`src/rtl/sum_responder.sv`:
```
// sum_responder
//   Callee-side endpoint for the "sum" call interface. Each accepted request
//   (a, b, tag) produces o1 = a+b and o2 = a+b+1. The results and the tag are
//   queued in a small result FIFO and returned in acceptance order, so caller
//   back-pressure on the response side does not stall request acceptance until
//   the FIFO fills.
//
// Ports
//   clock       sole clock, rising edge
//   reset       synchronous, active-high
//   req_valid   caller presents a call
//   req_ready   a call can be accepted this cycle (depends only on FIFO fill)
//   req_a/req_b operands, WIDTH bits, unsigned
//   req_tag     caller tag, returned unmodified
//   rsp_valid   a result is at the FIFO head
//   rsp_ready   caller consumes the head result this cycle
//   rsp_o1      a+b, WIDTH+1 bits
//   rsp_o2      a+b+1, WIDTH+1 bits
//   rsp_tag     tag of the returned call
//   calls_done  completed response handshakes (saturating)
//
// Build option
//   SUM_RESPONDER_STATS_EN  when defined, calls_done counts response handshakes
//                           and saturates at 16'hFFFF; otherwise it reads 0.
module sum_responder #(
  parameter int WIDTH = 2,
  parameter int TAG_W = 4,
  parameter int DEPTH = 4
) (
  input  logic             clock,
  input  logic             reset,
  input  logic             req_valid,
  output logic             req_ready,
  input  logic [WIDTH-1:0] req_a,
  input  logic [WIDTH-1:0] req_b,
  input  logic [TAG_W-1:0] req_tag,
  output logic             rsp_valid,
  input  logic             rsp_ready,
  output logic [WIDTH:0]   rsp_o1,
  output logic [WIDTH:0]   rsp_o2,
  output logic [TAG_W-1:0] rsp_tag,
  output logic [15:0]      calls_done
);

  localparam int AW = (DEPTH > 1) ? $clog2(DEPTH) : 1;
  localparam int CW = AW + 1;
  localparam logic [CW-1:0] FULL = CW'(DEPTH);

  logic [WIDTH:0]   mem_o1  [DEPTH];
  logic [WIDTH:0]   mem_o2  [DEPTH];
  logic [TAG_W-1:0] mem_tag [DEPTH];

  logic [AW-1:0] wr_ptr;
  logic [AW-1:0] rd_ptr;
  logic [CW-1:0] count;

  logic           accept;
  logic           pop;
  logic [WIDTH:0] sum_o1;
  logic [WIDTH:0] sum_o2;

  // req_ready is a function of count only, so rsp_ready never reaches it
  // combinationally; a pop while full frees a slot only from the next cycle.
  assign req_ready = (count != FULL);
  assign rsp_valid = (count != '0);
  assign accept    = req_valid && req_ready;
  assign pop       = rsp_valid && rsp_ready;

  // Zero-extend before adding; a+b+1 always fits in WIDTH+1 bits.
  assign sum_o1 = {1'b0, req_a} + {1'b0, req_b};
  assign sum_o2 = sum_o1 + 1'b1;

  // Head entry is read straight from storage; it cannot change while it is
  // the head and not popped, so the outputs are stable under back-pressure.
  assign rsp_o1  = mem_o1[rd_ptr];
  assign rsp_o2  = mem_o2[rd_ptr];
  assign rsp_tag = mem_tag[rd_ptr];

  always_ff @(posedge clock) begin
    if (reset) begin
      wr_ptr <= '0;
      rd_ptr <= '0;
      count  <= '0;
      // Storage is cleared so the head reads zero after reset.
      for (int i = 0; i < DEPTH; i++) begin
        mem_o1[i]  <= '0;
        mem_o2[i]  <= '0;
        mem_tag[i] <= '0;
      end
    end else begin
      if (accept) begin
        mem_o1[wr_ptr]  <= sum_o1;
        mem_o2[wr_ptr]  <= sum_o2;
        mem_tag[wr_ptr] <= req_tag;
        wr_ptr          <= wr_ptr + 1'b1;
      end
      if (pop) begin
        rd_ptr <= rd_ptr + 1'b1;
      end
      case ({accept, pop})
        2'b10:   count <= count + 1'b1;
        2'b01:   count <= count - 1'b1;
        default: count <= count;
      endcase
    end
  end

`ifdef SUM_RESPONDER_STATS_EN
  logic [15:0] calls_q;

  always_ff @(posedge clock) begin
    if (reset) begin
      calls_q <= '0;
    end else if (pop && (calls_q != 16'hFFFF)) begin
      calls_q <= calls_q + 16'd1;
    end
  end

  assign calls_done = calls_q;
`else
  assign calls_done = 16'h0000;
`endif

endmodule

```
`config.mk`:
```
export PLATFORM = sky130hd
export DESIGN_NAME = sum_responder
export DESIGN_NICKNAME = d
export VERILOG_FILES = /design/src/rtl/sum_responder.sv
export SDC_FILE = /design/constraint.sdc
export NUM_CORES = 1
export LEC_CHECK = 0
export ABC_AREA = 1
export BUFFER_PORTS_ARGS = -buffer_cell sky130_fd_sc_hd__buf_2
export CORE_ASPECT_RATIO = 1.25
export CORE_UTILIZATION = 60
export DETAILED_ROUTE_END_ITERATION = 8
export PLACE_DENSITY = 0.84
export SYNTH_ARGS = -nofsm -noshare
export SYNTH_HDL_FRONTEND = slang
export SYNTH_SLANG_ARGS = --single-unit
```
`constraint.sdc`:
```
create_clock -name clock -period 2.7 [get_ports clock]
set_input_delay 0 -clock clock [delete_from_list [all_inputs] [get_ports clock]]
set_output_delay 0 -clock clock [all_outputs]
set_load 0.02 [all_outputs]
```
==> results.txt, run 1 <==
The die outline area came out at approximately 4400 um2. In the synthesized netlist, the cells that appear most often are sky130_fd_sc_hd__nor2_1, sky130_fd_sc_hd__edfxtp_1, sky130_fd_sc_hd__inv_1. The count of endpoints failing hold in the final timing report came out at 0. The part of the power in the clock network is 0.196. The global-route usage over all layers is 0.2140. The HPWL reported at the end of detailed placement came out at 2875 um. The number of antenna violations at the first check in global routing is 0.

The fraction of the mapped netlist area in compound gates is 0.08643. The routed design has around 4200 um of wire. The global-route wire length before repair is about 6500 um. The switching power share of the total is 0.3734. By area, the combinational part of the netlist is dominated by simple AND/OR/NAND/NOR gates. The combined buffer and inverter count along the critical path is 4. During synthesis, Yosys emitted a total of 0 warnings. For this design the ratio of total power to cell area is 803.0 nW/um2. The static power due to leakage is between 0.001 and 0.0015 uW. Measured along the y axis, the die boundary spans ~74 um. The power share of the combinational group is 0.344.

Buffers placed on the I/O ports in this run total 23. The min-delay analysis places its worst path in the category input port to register. Of the total synthesized cell area, the portion taken by XOR and XNOR cells is 0.003559. Of the post-synthesis cell area, the dominant cell type holds 0.4881. The startpoint type of the worst setup path is an input port. The initial utilization of the core area, before any placement, comes to 0.6397. The setup slack after layout came out at roughly 0.48 ns. The share of the clock period used by the worst path is 0.8231. Averaged over all synthesized cells, the footprint is approximately 9.7 um2.

For this run the aggregate overflow at the end of global routing stands at 0. The number of buffers created by CTS is 5. The post-synthesis instance total came out at 253. After the last flow step, the layout net total stands at approximately 300.

The switching power total came out at between 700 and 800 uW. The repair_antennas step left the layout with diodes totalling 0. The placeable core region is 3847 um2. The largest driver fanout on the critical path came out at 11. The die boundary width is 59.29 um. Walking the worst path, the cells encountered are dlygate4sd3_1 -> buf_2 -> inv_1 -> nand3_2 -> inv_2 -> nand2_1 -> nand2_1.

The worst-case IR drop observed on VDD is approximately 0.63 mV. The H-tree was split into 2 levels. The most used standard cell by instance count after synthesis is sky130_fd_sc_hd__nor2_1. Pin placement for this block handled 40 I/O pins. The worst endpoint data arrival time came out at between 2 and 2.5 ns.

The number of slew-limit violations in the final report is 0. Before CTS, the worst setup slack after placement is roughly 0.6 ns. The count of nets left with antenna violations once routing finished came out at 0. Of all cell types, the one taking the most synthesized area is sky130_fd_sc_hd__edfxtp_1.

The vias after detailed routing came out at roughly 1600. The floorplan has 25 rows. The area of placed instances is about 2500 um2.

At the pin with the least slew margin, the transition time is about 0.55 ns. The post-detailed-route wirelength per cell is between 10 and 15 um. The maximum buffer depth of the clock tree is 2. Setup violations remaining at the end of the flow were counted as 0. For this run, the slowest stage of the critical path takes about 0.54 ns.

The post-route clock skew came out at ~0.0054 ns. The DRC marker count from the first detailed-route iteration came out at 55. The synthesized-area fraction occupied by adder cells is 0.03152. The required arrival time at the worst endpoint is between 2 and 3 ns. The largest net degree at the start of global routing is 22. TritonCTS built the clock tree.

The portion of netlist area occupied by mux cells came out at 0. The highest clock frequency the design can meet is ~450 MHz. The number of global-route vias before repair came out at 1442. By area the synthesized netlist is led by sky130_fd_sc_hd__edfxtp_1, sky130_fd_sc_hd__nor2_1, sky130_fd_sc_hd__dfxtp_1, sky130_fd_sc_hd__inv_1, sky130_fd_sc_hd__o21ai_0. At the later pin of the worst-skew pair, clock insertion delay measures 0.30 ns. In the synthesized netlist the dominant register cell turns out to be sky130_fd_sc_hd__edfxtp_1. The first detailed-routing pass ran for 4 iterations. The post-route non-filler standard cell count is 332.

The flow ran to the end, and the final reports show no timing, DRC or antenna violations. The async set-reset flop share out of synthesis came out at 0. The internal power is around 1300 uW.

The worst setup path is captured at a register. The cell count after placement is 323. The summed negative setup slack over all endpoints came out at 0 ns.

The fraction of the yosys area taken by sequential cells came out at 0.5613. The post-route minimum period came out at 2.222 ns. The synthesized design contains 40 enable-type register cells. The share of layout cells above drive strength 1 came out at 0.1871.

The sequential cell fraction of total power is 0.460. The area fraction in and, or, nand and nor cells after synthesis is 0.1820. The slowest stage of the critical path belongs to the cell sky130_fd_sc_hd__dlygate4sd3_1.

The average vias per placed instance came out at between 4 and 5. The cell sitting at the root of the clock tree is a sky130_fd_sc_hd__clkbuf_8. The summed instance area of the synthesized netlist came out at 2461 um2. The fill cell instance count of the final layout came out at slightly below 300. The synthesis-to-layout area growth came out at 7.473%.

Across the run, the number of max-cap violations was 0. The clock sink count came out at between 40 and 50. After clock tree synthesis, the clock-pin slew on the worst setup and hold paths is about 0.090 ns. The number of different library cells used by synthesis comes to 23. The worst setup path is of the input port to register kind. Setup repair after global routing left no endpoint under its margin. Counting stages on the worst path, the most repeated cell is sky130_fd_sc_hd__nand2_1.

The tightest slew margin relative to the limit is 0.6361. With fillers left out, the area of the finished cells amounts to around 2600 um2. The last weighted congestion value of the routability-driven placer is 0.7407. After synthesis the netlist holds a flip-flop and latch count of 49. The cell family with the largest share of critical-path delay is buffers and inverters. The post-route DRC violation count is 0.
what timing repair did:
item / CTS / global route
buffers inserted: 0 / 0
hold buffers: 1 / 0
gates resized for setup: 0 / 0
hold endpoints to repair: 2 / 0
routing by layer:
metal | track usage | vias to the layer above | part of all wire
li1 | - | 829 | -
met1 | 0.2322 | 742 | 0.41
met4 | 0.08995 | 0 | 0.017
met5 | 0 | - | 0
met2 | 0.3895 | 50 | 0.53
met3 | 0.05106 | 8 | 0.039
cells by family (layout without fill, tap and decap cells):
group	Yosys count	in the layout
and+or+nand+nor	92	92
buffers and inverters	65	75
other	1	16
xor gates and xnor gates	1	1
adders and majority gates	5	5
AOI/OAI and AO/OA	40	40
DFF	49	49
power groups by stage:
stage,Clock (uW),Sequential [uW],Combinational (uW)
after global routing,451,987,811
final,417,977,730
after detailed placement,0,994,730
after CTS,423,977,733
after floorplan,0,979,567
after global placement,0,990,713
layout make-up:
type,instances,area [um2],share of cell area
clock inverter,2,15.01,0.005676
tap,54,67.56,0.02554
timing repair buffer,28,155.1,0.05866
clock buffer,6,72.57,0.02744
multi-input combinational,154,807.0,0.3051
inverter,39,146.4,0.05535
sequential,49,1381,0.5222
sequential cells by signal, indices dropped and copies added (netlist names), named ones only:
register  cells
wr_ptr        2
mem_tag      16
rd_ptr        2
mem_o1       12
count         3
mem_o2       12
placed cells by master, fill, tap and decap left out, types with 2 or more instances in the layout:
cell type,count
sky130_fd_sc_hd__a21oi_1,3
sky130_fd_sc_hd__buf_2,23
sky130_fd_sc_hd__buf_4,4
sky130_fd_sc_hd__clkbuf_8,5
sky130_fd_sc_hd__clkinvlp_4,2
sky130_fd_sc_hd__conb_1,16
sky130_fd_sc_hd__dfxtp_1,9
sky130_fd_sc_hd__edfxtp_1,40
sky130_fd_sc_hd__fa_1,2
sky130_fd_sc_hd__ha_1,3
sky130_fd_sc_hd__inv_1,38
sky130_fd_sc_hd__nand2_1,15
sky130_fd_sc_hd__nand2_4,10
sky130_fd_sc_hd__nand3_1,5
sky130_fd_sc_hd__nor2_1,55
sky130_fd_sc_hd__nor2_2,5
sky130_fd_sc_hd__o21ai_0,27
sky130_fd_sc_hd__o22ai_1,10
worst register-to-register path: stages (launching register included):
cell	delay, ns
sky130_fd_sc_hd__dfxtp_1	0.38
sky130_fd_sc_hd__nor2_2	0.07
sky130_fd_sc_hd__nand2_2	0.07
sky130_fd_sc_hd__nand3_2	0.08
sky130_fd_sc_hd__inv_2	0.37
sky130_fd_sc_hd__nand2_1	0.36
sky130_fd_sc_hd__nand2_1	0.42
through the flow:
stage            util  hold slack (ns)  total power (uW)
2_1_floorplan       -          0.07803              1546
3_3_place_gp   0.6621           0.1896              1704
3_5_place_dp   0.6621           0.1996              1724
4_1_cts        0.6875         0.003139              2132
5_1_grt        0.6875          0.01423              2249
6_report       0.6875          0.01362              2124
final timing paths:
kind | startpoint | to | slack, ns | cells past startpoint
worst min register to register | count[0] | count[0] | 0.49 | 1
worst max-delay path | reset | mem_o2[0][2] | 0.48 | 7
worst max register to register | count[0] | mem_o2[0][2] | 0.60 | 6
worst min-delay path | rsp_ready | rd_ptr[1] | 0.01 | 3
Power figures use the tool's default switching activity.
==> run 2: changes to the inputs <==
--- a/config.mk
+++ b/config.mk
@@ -8,9 +8,9 @@
 export ABC_AREA = 1
 export BUFFER_PORTS_ARGS = -buffer_cell sky130_fd_sc_hd__buf_2
 export CORE_ASPECT_RATIO = 1.25
-export CORE_UTILIZATION = 60
+export CORE_UTILIZATION = 50
 export DETAILED_ROUTE_END_ITERATION = 8
-export PLACE_DENSITY = 0.84
+export PLACE_DENSITY = 0.75
 export SYNTH_ARGS = -nofsm -noshare
 export SYNTH_HDL_FRONTEND = slang
 export SYNTH_SLANG_ARGS = --single-unit
==> constraint.sdc (replaced) <==
create_clock -name clock -period 2.02 [get_ports clock]
set_input_delay 0 -clock clock [delete_from_list [all_inputs] [get_ports clock]]
set_output_delay 0 -clock clock [all_outputs]
set_load 0.02 [all_outputs]
==> run 2 against run 1 <==
Hold slack lost 0.013 ns. Largest cell class unchanged. Power up 40%. Critical path type is now register to register. Global-route usage is 2.9 points lower. Utilization is 12 points lower. Sequential power is 34% higher. Final cell count is 2.4% higher. Flip-flop and latch count is the same. Sequential share of layout area down 0.87 points. Clock power grew 65%.
==> results.txt, run 2 (synthesis gave the netlist of run 1 again) <==
Run status: finished clean (unchanged). The vertical die dimension is 80.44 um (was 73.61 um). The leftover overflow at the end of global routing came to 0 (unchanged). The post-route clock skew is 0.005071 ns (was 0.005402 ns). The total power of the final layout came to 2981 uW (was 2124 uW).

The total detailed-routing wirelength is 4282 um (was 4248 um). The placeable core region is 4730 um2 (was 3847 um2). The final antenna-violating net count was 0 (unchanged).

The maximum buffer depth of the clock tree came out at 2 (unchanged). The startpoint type of the worst setup path is a register (was input port). The clock root buffer is sky130_fd_sc_hd__clkbuf_8 (unchanged). The largest driver fanout on the critical path came to 6 (was 11). The clock tree from TritonCTS is yes (unchanged).

The cell count after placement is 331 (was 323). The summed negative setup slack over all endpoints came out at 0 ns (unchanged). The site row count is 28 (was 25). The peak supply drop is 0.6490 mV (was 0.6350 mV). The area used by multi-input combinational logic is 807.0 um2 (unchanged). The CTS clock-pin slew for the worst setup and hold paths is 0.09 ns (about the same). The die outline area came out at 5208 um2 (was 4364 um2). For this run, the top clock speed supported by timing is about 560 MHz. The clock insertion delay at the later pin of the skew report came to 0.30 ns (about the same). The last weighted congestion value of the routability-driven placer is 0.7109 (was 0.7407). The fill cell instance count of the final layout is 433 (was 297). The tightest slew margin relative to the limit came out at 0.6113 (was 0.6361). The most repeated library cell on the critical path was sky130_fd_sc_hd__nand2_1 (unchanged).

The starting density of the core was 0.5204 (was 0.6397). The power density normalized to cell area came out at 1108 nW/um2 (was 803.0 nW/um2). The transition time at the pin with the least slew margin came out at 0.5825 ns (was 0.5452 ns). The synthesis-to-layout area growth is 9.304% (was 7.473%).

The vias after detailed routing is 1656 (was 1629). The slowest library cell on the worst path is sky130_fd_sc_hd__fa_1 (was sky130_fd_sc_hd__dlygate4sd3_1). Commonest non-fill, non-tap cells in the layout: sky130_fd_sc_hd__nor2_1, sky130_fd_sc_hd__edfxtp_1, sky130_fd_sc_hd__inv_1 (unchanged). The HPWL reported at the end of detailed placement is 2900 um (was 2875 um). The number of antenna violations at the first check in global routing is 0 (unchanged). The post-route minimum period is around 1.8 ns. The number of global-route vias before repair came out at 1571 (was 1442).

The DRC marker count from the first detailed-route iteration was 77 (was 55). The number of port buffers came out at 23 (unchanged). The number of nets at the end of the flow came out at 296 (was 294). The share of layout cells above drive strength 1 was 0.1929 (was 0.1871). The stage delay of the slowest cell on the critical path came out at 0.38 ns (was 0.54 ns). The post-route non-filler standard cell count is 340 (was 332). The post-detailed-route wirelength per cell came out at 12.59 um (was 12.80 um).

The top-level I/O count came to 40 (unchanged). The share of the clock period used by the worst path came out at 0.8859. The static power due to leakage is 0.001260 uW (was 0.001236 uW).

The worst endpoint data arrival time came to 1.99 ns (was 2.18 ns). The path type of the worst setup path is register to register (was input port to register). The most flop-heavy register is mem_tag (unchanged). Top flop regs: mem_tag x16, mem_o1 x12, mem_o2 x12 (unchanged). The global-route usage over all layers was 0.1852 (was 0.2140). The number of slew-limit violations in the final report came out at 0 (unchanged). The combined flip-flop and latch cell area is 1381 um2 (unchanged).

The average vias per placed instance was 4.871 (was 4.907). RSZ-0062 raised after global routing: false (unchanged). The required arrival time at the worst endpoint came out at 2.22 ns (was 2.66 ns).

Cells traversed along the worst timing path: nor2_2 -> nand2_2 -> nand2_1 -> ha_1 -> inv_1 -> fa_1 -> inv_1 -> nand2_1 -> nand3_1 -> nand2_1 -> nand2_1 -> nor2_1 (was dlygate4sd3_1 -> buf_2 -> inv_1 -> nand3_2 -> inv_2 -> nand2_1 -> nand2_1). The clock sink count came out at 49 (unchanged). The count of final setup violators came out at 0 (unchanged). The element type at the critical path end is a register (unchanged). The largest net degree at the start of global routing is 21 (was 22). The global-route wire length before repair was 7031 um (was 6520 um). The number of flip-flops under the largest register name was 16 (unchanged).

The post-route DRC violation count is 0 (unchanged). The number of levels the H-tree was split into is 2 (unchanged). The number of violations of the max-capacitance limit came out at 0 (unchanged). The number of resized instances in the post-cts repair step is 0 (unchanged). The class of the tightest hold or removal check is input port to register (unchanged). The most frequent standard cell in the layout excluding fill and tap cells is sky130_fd_sc_hd__nor2_1 (unchanged). The count of endpoints failing hold in the final timing report came out at 0 (unchanged). The die boundary width came out at 64.75 um (was 59.29 um). The count of inserted antenna diode cells came out at 0 (unchanged).

The iteration count of the initial detailed-routing pass is 4 (unchanged). The post-CTS setup buffer count was 0 (unchanged). The number of buffers created by CTS is 5 (unchanged).
==> run 2: cell count changes in the layout (fill, tap and decap cells not counted), sizes merged <==
cell,before,now
bufinv,0,1
buf,27,29
clkbuf,6,5
clkinv,0,1
clkinvlp,2,1
==> run 2: worst max-delay path: cells and delay by family, from the launching register on <==
kind | cells | cell delay (ns)
flip-flops | 1 | 0.35
adder cells (fa/ha/maj) | 2 | 0.57
buffers and inverters | 2 | 0.12
AND/OR/NAND/NOR | 8 | 0.66
==> run 2: cell type report <==
cell class | instances | area share
flip-flops and latches | 49 | 0.5135
multi-input cells | 154 | 0.3000
repair buffers | 30 | 0.06326
inverters | 39 | 0.05442
well taps | 60 | 0.02791
clock buffers | 5 | 0.02558
clock inverters | 3 | 0.01535
==> run 2: where the power goes <==
part	switching [uW]	internal, uW
registers	71.4	1240
logic	680	305
clock network	324	365
total	1080	1910
==> run 2: worst paths after layout <==
kind / startpoint / to / slack, ns / depth (start not counted)
max: count[0] / count[2] / 0.23 / 12
min: rsp_ready / register / 0.0002 / 3
max reg2reg: count[0] / count[2] / 0.23 / 12
min reg2reg: rd_ptr[1] / register / 0.50 / 2
==> run 2: per-layer routing <==
metal / share of wire / GRT usage / vias up
met3: 0.064 / 0.04545 / 10
met1: 0.41 / 0.2158 / 761
li1: - / - / 830
met4: 0.019 / 0.09778 / 0
met5: 0 / 0 / -
met2: 0.51 / 0.3115 / 55
==> run 2: stage by stage <==
| step | setup WS, ns | util | instance area [um2] | hold WS, ns |
|---|---|---|---|---|
| floorplan | 0.1666 | - | 2517 | 0.07803 |
| global placement | 0.3182 | 0.5434 | 2570 | 0.1940 |
| detailed placement | 0.2455 | 0.5434 | 2570 | 0.1931 |
| CTS | 0.2282 | 0.5688 | 2690 | 0.001226 |
| global route | 0.05513 | 0.5688 | 2690 | 0.009824 |
| finish | 0.2304 | 0.5688 | 2690 | 0.0002424 |
==> run 2: repair_timing <==
| action | 4_1_cts | 5_1_grt |
|---|---|---|
| hold buffers | 1 | 0 |
| endpoints found under the hold margin | 2 | 0 |
| endpoints found under the setup margin | 0 | 0 |
